## src/rtl/spi_master_controller_pkg.sv

```systemverilog
`default_nettype none
// +----------------------------------------------------------------------------+
// | Module   : spi_master_controller_pkg                                       |
// | Purpose  : Shared types and constants for the SPI master controller:       |
// |            FSM state encoding, frame width, counter widths and a helper    |
// |            that turns a cycle count into a terminal counter value.         |
// | Ports    : none (package)                                                  |
// | Revision : 1.0  initial release                                            |
// +----------------------------------------------------------------------------+
package spi_master_controller_pkg;

  localparam int c_frame_w   = 8;   // address+R/W byte and data byte width
  localparam int c_bit_cnt_w = 4;   // per-byte bit counter
  localparam int c_cnt_w     = 16;  // divider, skip/hold and gap counters

  typedef enum logic [3:0] {
    S_IDLE     = 4'd0,
    S_CS_SETUP = 4'd1,
    S_ADDR     = 4'd2,
    S_TURN     = 4'd3,
    S_RDATA    = 4'd4,
    S_WDATA    = 4'd5,
    S_HOLD     = 4'd6,
    S_END      = 4'd7,
    S_GAP      = 4'd8
  } state_e;

  // Terminal value for a counter running 0..n-1; n<=1 collapses to 0.
  function automatic logic [c_cnt_w-1:0] last_count(input int n);
    return (n > 1) ? c_cnt_w'(n - 1) : '0;
  endfunction

endpackage
`default_nettype wire

```

## src/rtl/spi_master_controller_sclk_gen.sv

```systemverilog
`default_nettype none
// +----------------------------------------------------------------------------+
// | Module   : spi_sclk_gen                                                    |
// | Purpose  : SPI clock divider. While enabled, counts 0..CLK_DIV-1 and       |
// |            toggles sclk at the terminal count. The tick outputs are        |
// |            combinational and mark the clk edge on which sclk toggles, so   |
// |            the FSM acts on the same edge the pin changes.                  |
// | Ports    : clk, reset_n (async, active-low), i_en (run divider),           |
// |            o_sclk (idles low), o_rise_tick, o_fall_tick                    |
// | Revision : 1.0  initial release                                            |
// +----------------------------------------------------------------------------+
module spi_sclk_gen
  import spi_master_controller_pkg::*;
#(
  parameter int CLK_DIV = 4
) (
  input  logic clk,
  input  logic reset_n,
  input  logic i_en,
  output logic o_sclk,
  output logic o_rise_tick,
  output logic o_fall_tick
);

  localparam logic [c_cnt_w-1:0] c_div_last = last_count(CLK_DIV);

  logic [c_cnt_w-1:0] div_cnt_q, div_cnt_d;
  logic               sclk_q, sclk_d;
  logic               w_tick;

  // Disabling clears both counter and sclk so every enable starts with a
  // full low half-period followed by a rise tick.
  always_comb begin
    w_tick    = i_en && (div_cnt_q == c_div_last);
    div_cnt_d = '0;
    sclk_d    = 1'b0;
    if (i_en) begin
      div_cnt_d = w_tick ? '0 : (div_cnt_q + c_cnt_w'(1));
      sclk_d    = w_tick ? ~sclk_q : sclk_q;
    end
  end

  always_ff @(posedge clk or negedge reset_n) begin
    if (!reset_n) begin
      div_cnt_q <= '0;
      sclk_q    <= 1'b0;
    end else begin
      div_cnt_q <= div_cnt_d;
      sclk_q    <= sclk_d;
    end
  end

  assign o_sclk      = sclk_q;
  assign o_rise_tick = w_tick & ~sclk_q;
  assign o_fall_tick = w_tick &  sclk_q;

endmodule
`default_nettype wire

```

## src/rtl/spi_master_controller.sv

```systemverilog
`default_nettype none
// +----------------------------------------------------------------------------+
// | Module   : spi_master_controller                                           |
// | Purpose  : SPI master for single-byte memory transactions. Sends the       |
// |            {addr[6:0], rw} byte MSB first, then either shifts out write    |
// |            data and holds CS for the commit cycles, or idles through the   |
// |            slave turnaround and shifts in read data.                       |
// | Ports    : clk, reset_n (async, active-low)                                |
// |            req_valid/req_ready/req_rw/req_addr/req_wdata - request side    |
// |            rsp_valid/rsp_rdata - one-cycle completion, busy = ~req_ready   |
// |            spi_sclk/spi_cs/spi_mosi/spi_miso - SPI pins                    |
// | Revision : 1.0  initial release                                            |
// +----------------------------------------------------------------------------+
module spi_master_controller
  import spi_master_controller_pkg::*;
#(
  parameter int CLK_DIV     = 4,
  parameter int RD_SKIP     = 3,
  parameter int WR_HOLD     = 2,
  parameter int CS_IDLE_CYC = 8
) (
  input  logic       clk,
  input  logic       reset_n,
  input  logic       req_valid,
  output logic       req_ready,
  input  logic       req_rw,
  input  logic [6:0] req_addr,
  input  logic [7:0] req_wdata,
  output logic       rsp_valid,
  output logic [7:0] rsp_rdata,
  output logic       busy,
  output logic       spi_sclk,
  output logic       spi_cs,
  output logic       spi_mosi,
  input  logic       spi_miso
);

  localparam logic [c_bit_cnt_w-1:0] c_last_bit     = c_bit_cnt_w'(c_frame_w - 1);
  localparam logic [c_cnt_w-1:0]     c_rd_skip_last = last_count(RD_SKIP);
  localparam logic [c_cnt_w-1:0]     c_wr_hold_last = last_count(WR_HOLD);
  localparam logic [c_cnt_w-1:0]     c_div_last     = last_count(CLK_DIV);
  localparam logic [c_cnt_w-1:0]     c_gap_last     = last_count(CS_IDLE_CYC);

  state_e                 state_q, state_d;
  logic                   cs_q, cs_d;
  logic                   mosi_q, mosi_d;
  logic [c_frame_w-1:0]   shift_out_q, shift_out_d;
  logic [c_frame_w-1:0]   shift_in_q, shift_in_d;
  logic [c_bit_cnt_w-1:0] bit_cnt_q, bit_cnt_d;
  logic [c_cnt_w-1:0]     skip_cnt_q, skip_cnt_d;
  logic [c_cnt_w-1:0]     gap_cnt_q, gap_cnt_d;
  logic                   rw_q, rw_d;
  logic [7:0]             wdata_q, wdata_d;
  logic                   rsp_valid_q, rsp_valid_d;
  logic [7:0]             rsp_rdata_q, rsp_rdata_d;

  logic w_sclk_en;
  logic w_rise;
  logic w_fall;

  // sclk runs from CS setup through the last data/hold bit; END and GAP are
  // timed with the gap counter so sclk cannot produce a stray rise there.
  assign w_sclk_en = (state_q != S_IDLE) && (state_q != S_END) && (state_q != S_GAP);

  spi_sclk_gen #(
    .CLK_DIV (CLK_DIV)
  ) u_sclk_gen (
    .clk         (clk),
    .reset_n     (reset_n),
    .i_en        (w_sclk_en),
    .o_sclk      (spi_sclk),
    .o_rise_tick (w_rise),
    .o_fall_tick (w_fall)
  );

  always_comb begin
    state_d     = state_q;
    cs_d        = cs_q;
    mosi_d      = mosi_q;
    shift_out_d = shift_out_q;
    shift_in_d  = shift_in_q;
    bit_cnt_d   = bit_cnt_q;
    skip_cnt_d  = skip_cnt_q;
    gap_cnt_d   = gap_cnt_q;
    rw_d        = rw_q;
    wdata_d     = wdata_q;
    rsp_valid_d = 1'b0;
    rsp_rdata_d = rsp_rdata_q;

    unique case (state_q)
      S_IDLE: begin
        if (req_valid) begin
          rw_d        = req_rw;
          wdata_d     = req_wdata;
          // First frame bit goes straight to the pin; the rest queue up.
          mosi_d      = req_addr[6];
          shift_out_d = {req_addr[5:0], req_rw, 1'b0};
          cs_d        = 1'b0;
          bit_cnt_d   = '0;
          state_d     = S_CS_SETUP;
        end
      end

      // The first rise tick ends setup and is the first address-bit rise.
      S_CS_SETUP: begin
        if (w_rise) begin
          state_d = S_ADDR;
        end
      end

      S_ADDR: begin
        if (w_fall) begin
          if (bit_cnt_q == c_last_bit) begin
            bit_cnt_d  = '0;
            skip_cnt_d = '0;
            if (rw_q) begin
              mosi_d  = 1'b0;
              state_d = (RD_SKIP > 0) ? S_TURN : S_RDATA;
            end else begin
              mosi_d      = wdata_q[7];
              shift_out_d = {wdata_q[6:0], 1'b0};
              state_d     = S_WDATA;
            end
          end else begin
            mosi_d      = shift_out_q[7];
            shift_out_d = {shift_out_q[6:0], 1'b0};
            bit_cnt_d   = bit_cnt_q + c_bit_cnt_w'(1);
          end
        end
      end

      S_TURN: begin
        if (w_fall) begin
          if (skip_cnt_q == c_rd_skip_last) begin
            skip_cnt_d = '0;
            bit_cnt_d  = '0;
            state_d    = S_RDATA;
          end else begin
            skip_cnt_d = skip_cnt_q + c_cnt_w'(1);
          end
        end
      end

      S_RDATA: begin
        if (w_rise) begin
          shift_in_d = {shift_in_q[6:0], spi_miso};
        end
        if (w_fall) begin
          if (bit_cnt_q == c_last_bit) begin
            gap_cnt_d = '0;
            state_d   = S_END;
          end else begin
            bit_cnt_d = bit_cnt_q + c_bit_cnt_w'(1);
          end
        end
      end

      S_WDATA: begin
        if (w_fall) begin
          if (bit_cnt_q == c_last_bit) begin
            mosi_d     = 1'b0;
            skip_cnt_d = '0;
            gap_cnt_d  = '0;
            state_d    = (WR_HOLD > 0) ? S_HOLD : S_END;
          end else begin
            mosi_d      = shift_out_q[7];
            shift_out_d = {shift_out_q[6:0], 1'b0};
            bit_cnt_d   = bit_cnt_q + c_bit_cnt_w'(1);
          end
        end
      end

      S_HOLD: begin
        if (w_fall) begin
          if (skip_cnt_q == c_wr_hold_last) begin
            gap_cnt_d = '0;
            state_d   = S_END;
          end else begin
            skip_cnt_d = skip_cnt_q + c_cnt_w'(1);
          end
        end
      end

      // sclk stays low for one half-period before CS is released.
      S_END: begin
        if (gap_cnt_q == c_div_last) begin
          cs_d        = 1'b1;
          rsp_valid_d = 1'b1;
          rsp_rdata_d = rw_q ? shift_in_q : 8'h00;
          gap_cnt_d   = '0;
          state_d     = S_GAP;
        end else begin
          gap_cnt_d = gap_cnt_q + c_cnt_w'(1);
        end
      end

      S_GAP: begin
        if (gap_cnt_q == c_gap_last) begin
          gap_cnt_d = '0;
          state_d   = S_IDLE;
        end else begin
          gap_cnt_d = gap_cnt_q + c_cnt_w'(1);
        end
      end

      default: begin
        state_d = S_IDLE;
        cs_d    = 1'b1;
        mosi_d  = 1'b0;
      end
    endcase
  end

  always_ff @(posedge clk or negedge reset_n) begin
    if (!reset_n) begin
      state_q     <= S_IDLE;
      cs_q        <= 1'b1;
      mosi_q      <= 1'b0;
      shift_out_q <= '0;
      shift_in_q  <= '0;
      bit_cnt_q   <= '0;
      skip_cnt_q  <= '0;
      gap_cnt_q   <= '0;
      rw_q        <= 1'b0;
      wdata_q     <= '0;
      rsp_valid_q <= 1'b0;
      rsp_rdata_q <= '0;
    end else begin
      state_q     <= state_d;
      cs_q        <= cs_d;
      mosi_q      <= mosi_d;
      shift_out_q <= shift_out_d;
      shift_in_q  <= shift_in_d;
      bit_cnt_q   <= bit_cnt_d;
      skip_cnt_q  <= skip_cnt_d;
      gap_cnt_q   <= gap_cnt_d;
      rw_q        <= rw_d;
      wdata_q     <= wdata_d;
      rsp_valid_q <= rsp_valid_d;
      rsp_rdata_q <= rsp_rdata_d;
    end
  end

  assign req_ready = (state_q == S_IDLE);
  assign busy      = (state_q != S_IDLE);
  assign spi_cs    = cs_q;
  assign spi_mosi  = mosi_q;
  assign rsp_valid = rsp_valid_q;
  assign rsp_rdata = rsp_rdata_q;

endmodule
`default_nettype wire
```

## config.mk

```make
export PLATFORM = sky130hd
export DESIGN_NAME = spi_master_controller
export DESIGN_NICKNAME = d
export VERILOG_FILES = /design/src/rtl/spi_master_controller_pkg.sv /design/src/rtl/spi_master_controller_sclk_gen.sv /design/src/rtl/spi_master_controller.sv
export SDC_FILE = /design/constraint.sdc
export NUM_CORES = 1
export LEC_CHECK = 0
export CORE_MARGIN = 1.5
export CORE_UTILIZATION = 61
export DETAILED_ROUTE_END_ITERATION = 8
export PLACE_DENSITY = 0.84
export SYNTH_ARGS = -nofsm -noshare
export SYNTH_HDL_FRONTEND = slang
export SYNTH_HIERARCHICAL = 1
export SYNTH_SLANG_ARGS = --single-unit
```

## constraint.sdc

```tcl
create_clock -name clk -period 9.1 [get_ports clk]
set_input_delay 1.82 -clock clk [delete_from_list [all_inputs] [get_ports clk]]
set_output_delay 1.82 -clock clk [all_outputs]
set_load 0.02 [all_outputs]
```

Word level (Yosys, flattened, before mapping). Cells that the tools add are included.

Flip-flop bits (word level): 93. Bits in latches: 0. RAM bits: 0. Memory bits (read-only): 0. Input port bits: 20. Memories: 0.

$add $sub $neg: 4. $mul: 0. Divide/modulo/power cells: 0. $lt $le $gt $ge: 0. Equal/unequal tests: 39. Shifts and indexed selects: 0. Mux-type cells: 60. Bitwise logic cells: 5. Reductions and logical operators: 23.

Operators by type and width (count): 16-bit two-way mux (12); 4-bit two-way mux (21); 16-bit case mux with 4 select lines (1); 8-bit two-way mux (7); 16-bit by 1-bit adder with 16-bit output (second input constant) (3); 16-bit by 2-bit equality test with 1-bit output (second input constant) (3); 16-bit case mux with 3 select lines (1); 4-bit case mux with 9 select lines (1); 2-bit inequality test (second input constant) (12); 8-bit case mux with 3 select lines (1); 4-bit by 3-bit equality test with 1-bit output (second input constant) (5); 2-bit by 1-bit inequality test with 1-bit output (second input constant) (10); 16-bit by 1-bit equality test with 1-bit output (second input constant) (1); 16-bit by 3-bit equality test with 1-bit output (second input constant) (1); 4-bit case mux with 4 select lines (1); 14-bit AND reduction (1); 1-bit two-way mux (12); 6-bit AND reduction (2); 4-bit nonzero test (3); 4-bit by 2-bit equality test with 1-bit output (second input constant) (2); 7-bit AND reduction (1); 7-bit OR reduction (1); 2-bit AND reduction (3); 3-bit nonzero test (2); other kinds (18) (24).

Logic depth before layout (Yosys ltp).
Depth in word-level cells: 7. Depth in mapped cells: 14. Mapped depth without buffers: 12.

By module. Netlist, hierarchy kept.

By module, submodules not included: spi_master_controller (instances 1, cells an instance 427, area an instance 4025.1 um2, seq. area each 1878.1 um2); spi_sclk_gen (instances 1, cells an instance 86, area an instance 899.6 um2, seq. area each 425.4 um2).

Least setup slack after synthesis. No wires, ideal clock.

Kind: flip-flop to output port. Start: register state_q[2]. End: output port busy. Data arrival time: 2041 ps. Data required time: 7280 ps. Slack: 5239 ps. Cell stages (with the launch flop): 5. Path buffers: 2. Cell sequence: dfrtp_1 buf_2 clkbuf_1 nor4_1 inv_1.

Cells in the longest elaborated chain, start to end: 1.

Ends and longest elaborated chain: start, declared (line spi_master_controller.sv:44) `state_e state_q, state_d;`; start signal, assigned (line spi_master_controller.sv:229) `state_q <= state_d;`; 4-bit nonzero test (line spi_master_controller.sv:245) `assign busy = (state_q != S_IDLE);`; end, declared (line spi_master_controller.sv:31) `output logic busy,`.

Every way passes these cells.

Worst setup path in the final report.
Start: register state_q[1]. End: output port req_ready.

Cells in the longest elaborated chain, start to end: 1.

Ends and longest elaborated chain: 4-bit logical NOT (line spi_master_controller.sv:244) `assign req_ready = (state_q == S_IDLE);`; end, declared (line spi_master_controller.sv:25) `output logic req_ready,`.

Every way passes these cells.

==> flow_summary.toml <==
[clock_network]
cts_setup_buffers = 0
cts_tree = "done"
cts_buffer_depth = 2
clk_pin_slew_ns = 0.10
cts_sinks = 92
cts-root-buf = "clkbuf_8"
cts_hold_buf = 0
cts_resized = 0
numCtsBuffers = 9
insertion_delay_ns = 0.36
cts_max_level = 3

[critical_path]
end_kind = "output pin"
ff2ff_setup_slack_ns = 5.27
critPathKind = "flip-flop to output pin"
required_ns = 7.28
startpoint_type = "flip-flop"
arrival_ns = 2.48
crit_fanout = 23

[global_routing]
grt_pass1_vias = 3805
grt_max_degree = 71
antenna_found_initial = 0
grt.total_usage = 0.259
grt_first_pass_wirelength_um = 17900
grt_overflow_total = 0

[timing]
finalMaxSlewViolations = 0
hold_viol = 0
setup-tns-final_ns = 0
fin_crit_sh = 0.473
skew_ns = 0.0158
setup_viol = 0
fmax_ghz = 0.232
tightest_slew_ns = 1.05
fin_crit_ns = 4.30
rsz0062_at_grt = "false"
max-slew-margin-rel = 0.297
hold-worst-slack_ns = 0.471

[yosys]
synth.largest_area_cell = "dfrtp_1"
avgSynthCellArea_um2 = 9.60
synthTopCellsByCount = "dfrtp_1, nand2_1, o21ai_0"
synth_edf_count = 0
ys_ff_latch = 92
netlist_area_um2 = 4920
async_flop_share = 1.00
ys_top_cells_by_area = "dfrtp_1, mux2_2, o21ai_0, nand2_1, nor2_1"
synth_nets = 539
synth_top_cell_area_share = 0.462
synth.distinct_cells = 59
syn_inst = 513
yosys_most_used_dff = "dfrtp_1"
synth_most_common_cell = "dfrtp_1"
yosysSeqAreaShare = 0.468
synth_warnings = 6

[power]
powerDensity_nw_per_um2 = 240
p_leak_uw = 0.00240
power_uw = 1300
ir_drop_uv = 192

[final_layout]
area_growth_pct = 10.2
fin_util = 0.699
num_antenna_cells = 0
register_area_um2 = 2300
drive_gt1_frac = 0.0926
multiInputGateArea_um2 = 2420
nets = 561
fillCellCount = 581

[place]
port_buffers = 33
hpwl_um = 7090
gp_congestion = 0.841

[route]
wl_per_cell_um = 16.1
first_iter_violations = 367
drt_pass1_iterations = 5
final_antenna_net_count = 0
drc = 0
vias = 3992
viasPerCell = 6.22
routed_wl_um = 10300

[floorplan]
start_util = 0.634
fp-row-count = 32
fp.dieW_um = 92.9
fp.dieArea_um2 = 8620
ioPinCount = 34
die_h_um = 92.9
core-area_um2 = 7770

[run]
cap_viol_max_count = 0

[run_status]
status = "finished clean"

[hold_path]
hold_path_class = "flip-flop to flip-flop"
-- worst paths after layout --
path	startpoint	end	cells after the start
worst min-delay path	rsp_rdata[1]$_DFFE_PN0P_	rsp_rdata[1]$_DFFE_PN0P_	2
min in group asynchronous	reset_n	u_sclk_gen/div_cnt_q[8]$_DFF_PN0_	1
worst min register to register	rsp_rdata[1]$_DFFE_PN0P_	rsp_rdata[1]$_DFFE_PN0P_	2
worst max register to register	state_q[2]$_DFFE_PN0P_	skip_cnt_q[9]$_DFFE_PN0P_	10
max in group asynchronous	reset_n	gap_cnt_q[2]$_DFFE_PN0P_	2
worst max-delay path	state_q[1]$_DFFE_PN0P_	req_ready	2
-- layout make-up --
type / instances / area share
tap: 102 / 0.0235
clock inverter: 7 / 0.00922
clock buffer: 9 / 0.0228
multi-input combinational: 380 / 0.445
timing repair buffer: 35 / 0.0631
sequential: 92 / 0.424
inverter: 17 / 0.0118
-- cells by family (layout without fill, tap and decap cells) --
| group | after synthesis | after routing | share of synthesized area |
|---|---|---|---|
| and+or+nand+nor | 210 | 210 | 0.233 |
| AOI/OAI and AO/OA | 120 | 120 | 0.153 |
| DFF | 92 | 92 | 0.468 |
| buffers and inverters | 41 | 68 | 0.0414 |
| muxes | 26 | 26 | 0.0577 |
| xor gates and xnor gates | 18 | 18 | 0.0320 |
| adders and majority gates | 6 | 6 | 0.0152 |
-- where the power goes --
group	internal, µW	switching, µW
Sequential	487	100
Combinational	206	256
Clock	100	150
-- flip-flops by register name (all words and copies together), names as in the netlist --
name / count
u_sclk_gen/o_sclk: 1
state_q: 4
rsp_valid: 1
shift_out_q: 7
u_sclk_gen/div_cnt_q: 16
rsp_rdata: 8
spi_cs: 1
rw_q: 1
wdata_q: 8
gap_cnt_q: 16
spi_mosi: 1
bit_cnt_q: 4
shift_in_q: 8
skip_cnt_q: 16
-- critical path, cell delays in order, from the launching register on --
cell,delay [ns]
dfrtp_1,0.61
nor4_1,0.77
clkdlybuf4s50_1,0.74
-- routing by layer --
| metal | routed length, µm | vias up | track usage |
|---|---|---|---|
| met5 | 0 | - | 0 |
| met2 | 5230 | 108 | 0.437 |
| met3 | 381 | 15 | 0.0394 |
| met1 | 4580 | 1965 | 0.343 |
| met4 | 150 | 0 | 0.0846 |
| li1 | - | 1904 | - |
-- metrics by stage --
stage | setup WS [ns] | cell area (µm²) | std cells
2_1_floorplan | 5.24 | 4920 | 513
3_3_place_gp | 5.23 | 5260 | 626
3_5_place_dp | 5.16 | 5260 | 626
4_1_cts | 4.75 | 5430 | 642
5_1_grt | 4.63 | 5430 | 642
6_report | 4.80 | 5430 | 642
-- placed cells by master (no fill, tap or decap), types with 4 or more instances in the layout --
cell type        netlist  final
dfrtp_1               91     91
nand2_1               49     49
o21ai_0               42     42
nor2_1                40     40
clkdlybuf4s50_1        0     32
nand3_1               28     28
a21oi_1               22     22
mux2_2                19     19
inv_1                 17     17
xor2_1                15     15
nand4_1               15     15
o31ai_1               12     12
nand2b_1              10     10
and3_1                10     10
nor3_1                 9      9
nor4_1                 9      9
clkbuf_8               0      9
o21ai_1                8      8
mux2i_1                7      7
and2_1                 7      7
a222oi_1               6      6
nor2b_1                6      6
ha_1                   6      6
a31oi_1                4      4
nor3b_1                4      4
a21o_1                 4      4
No activity file was read; power rests on OpenSTA's default activity.
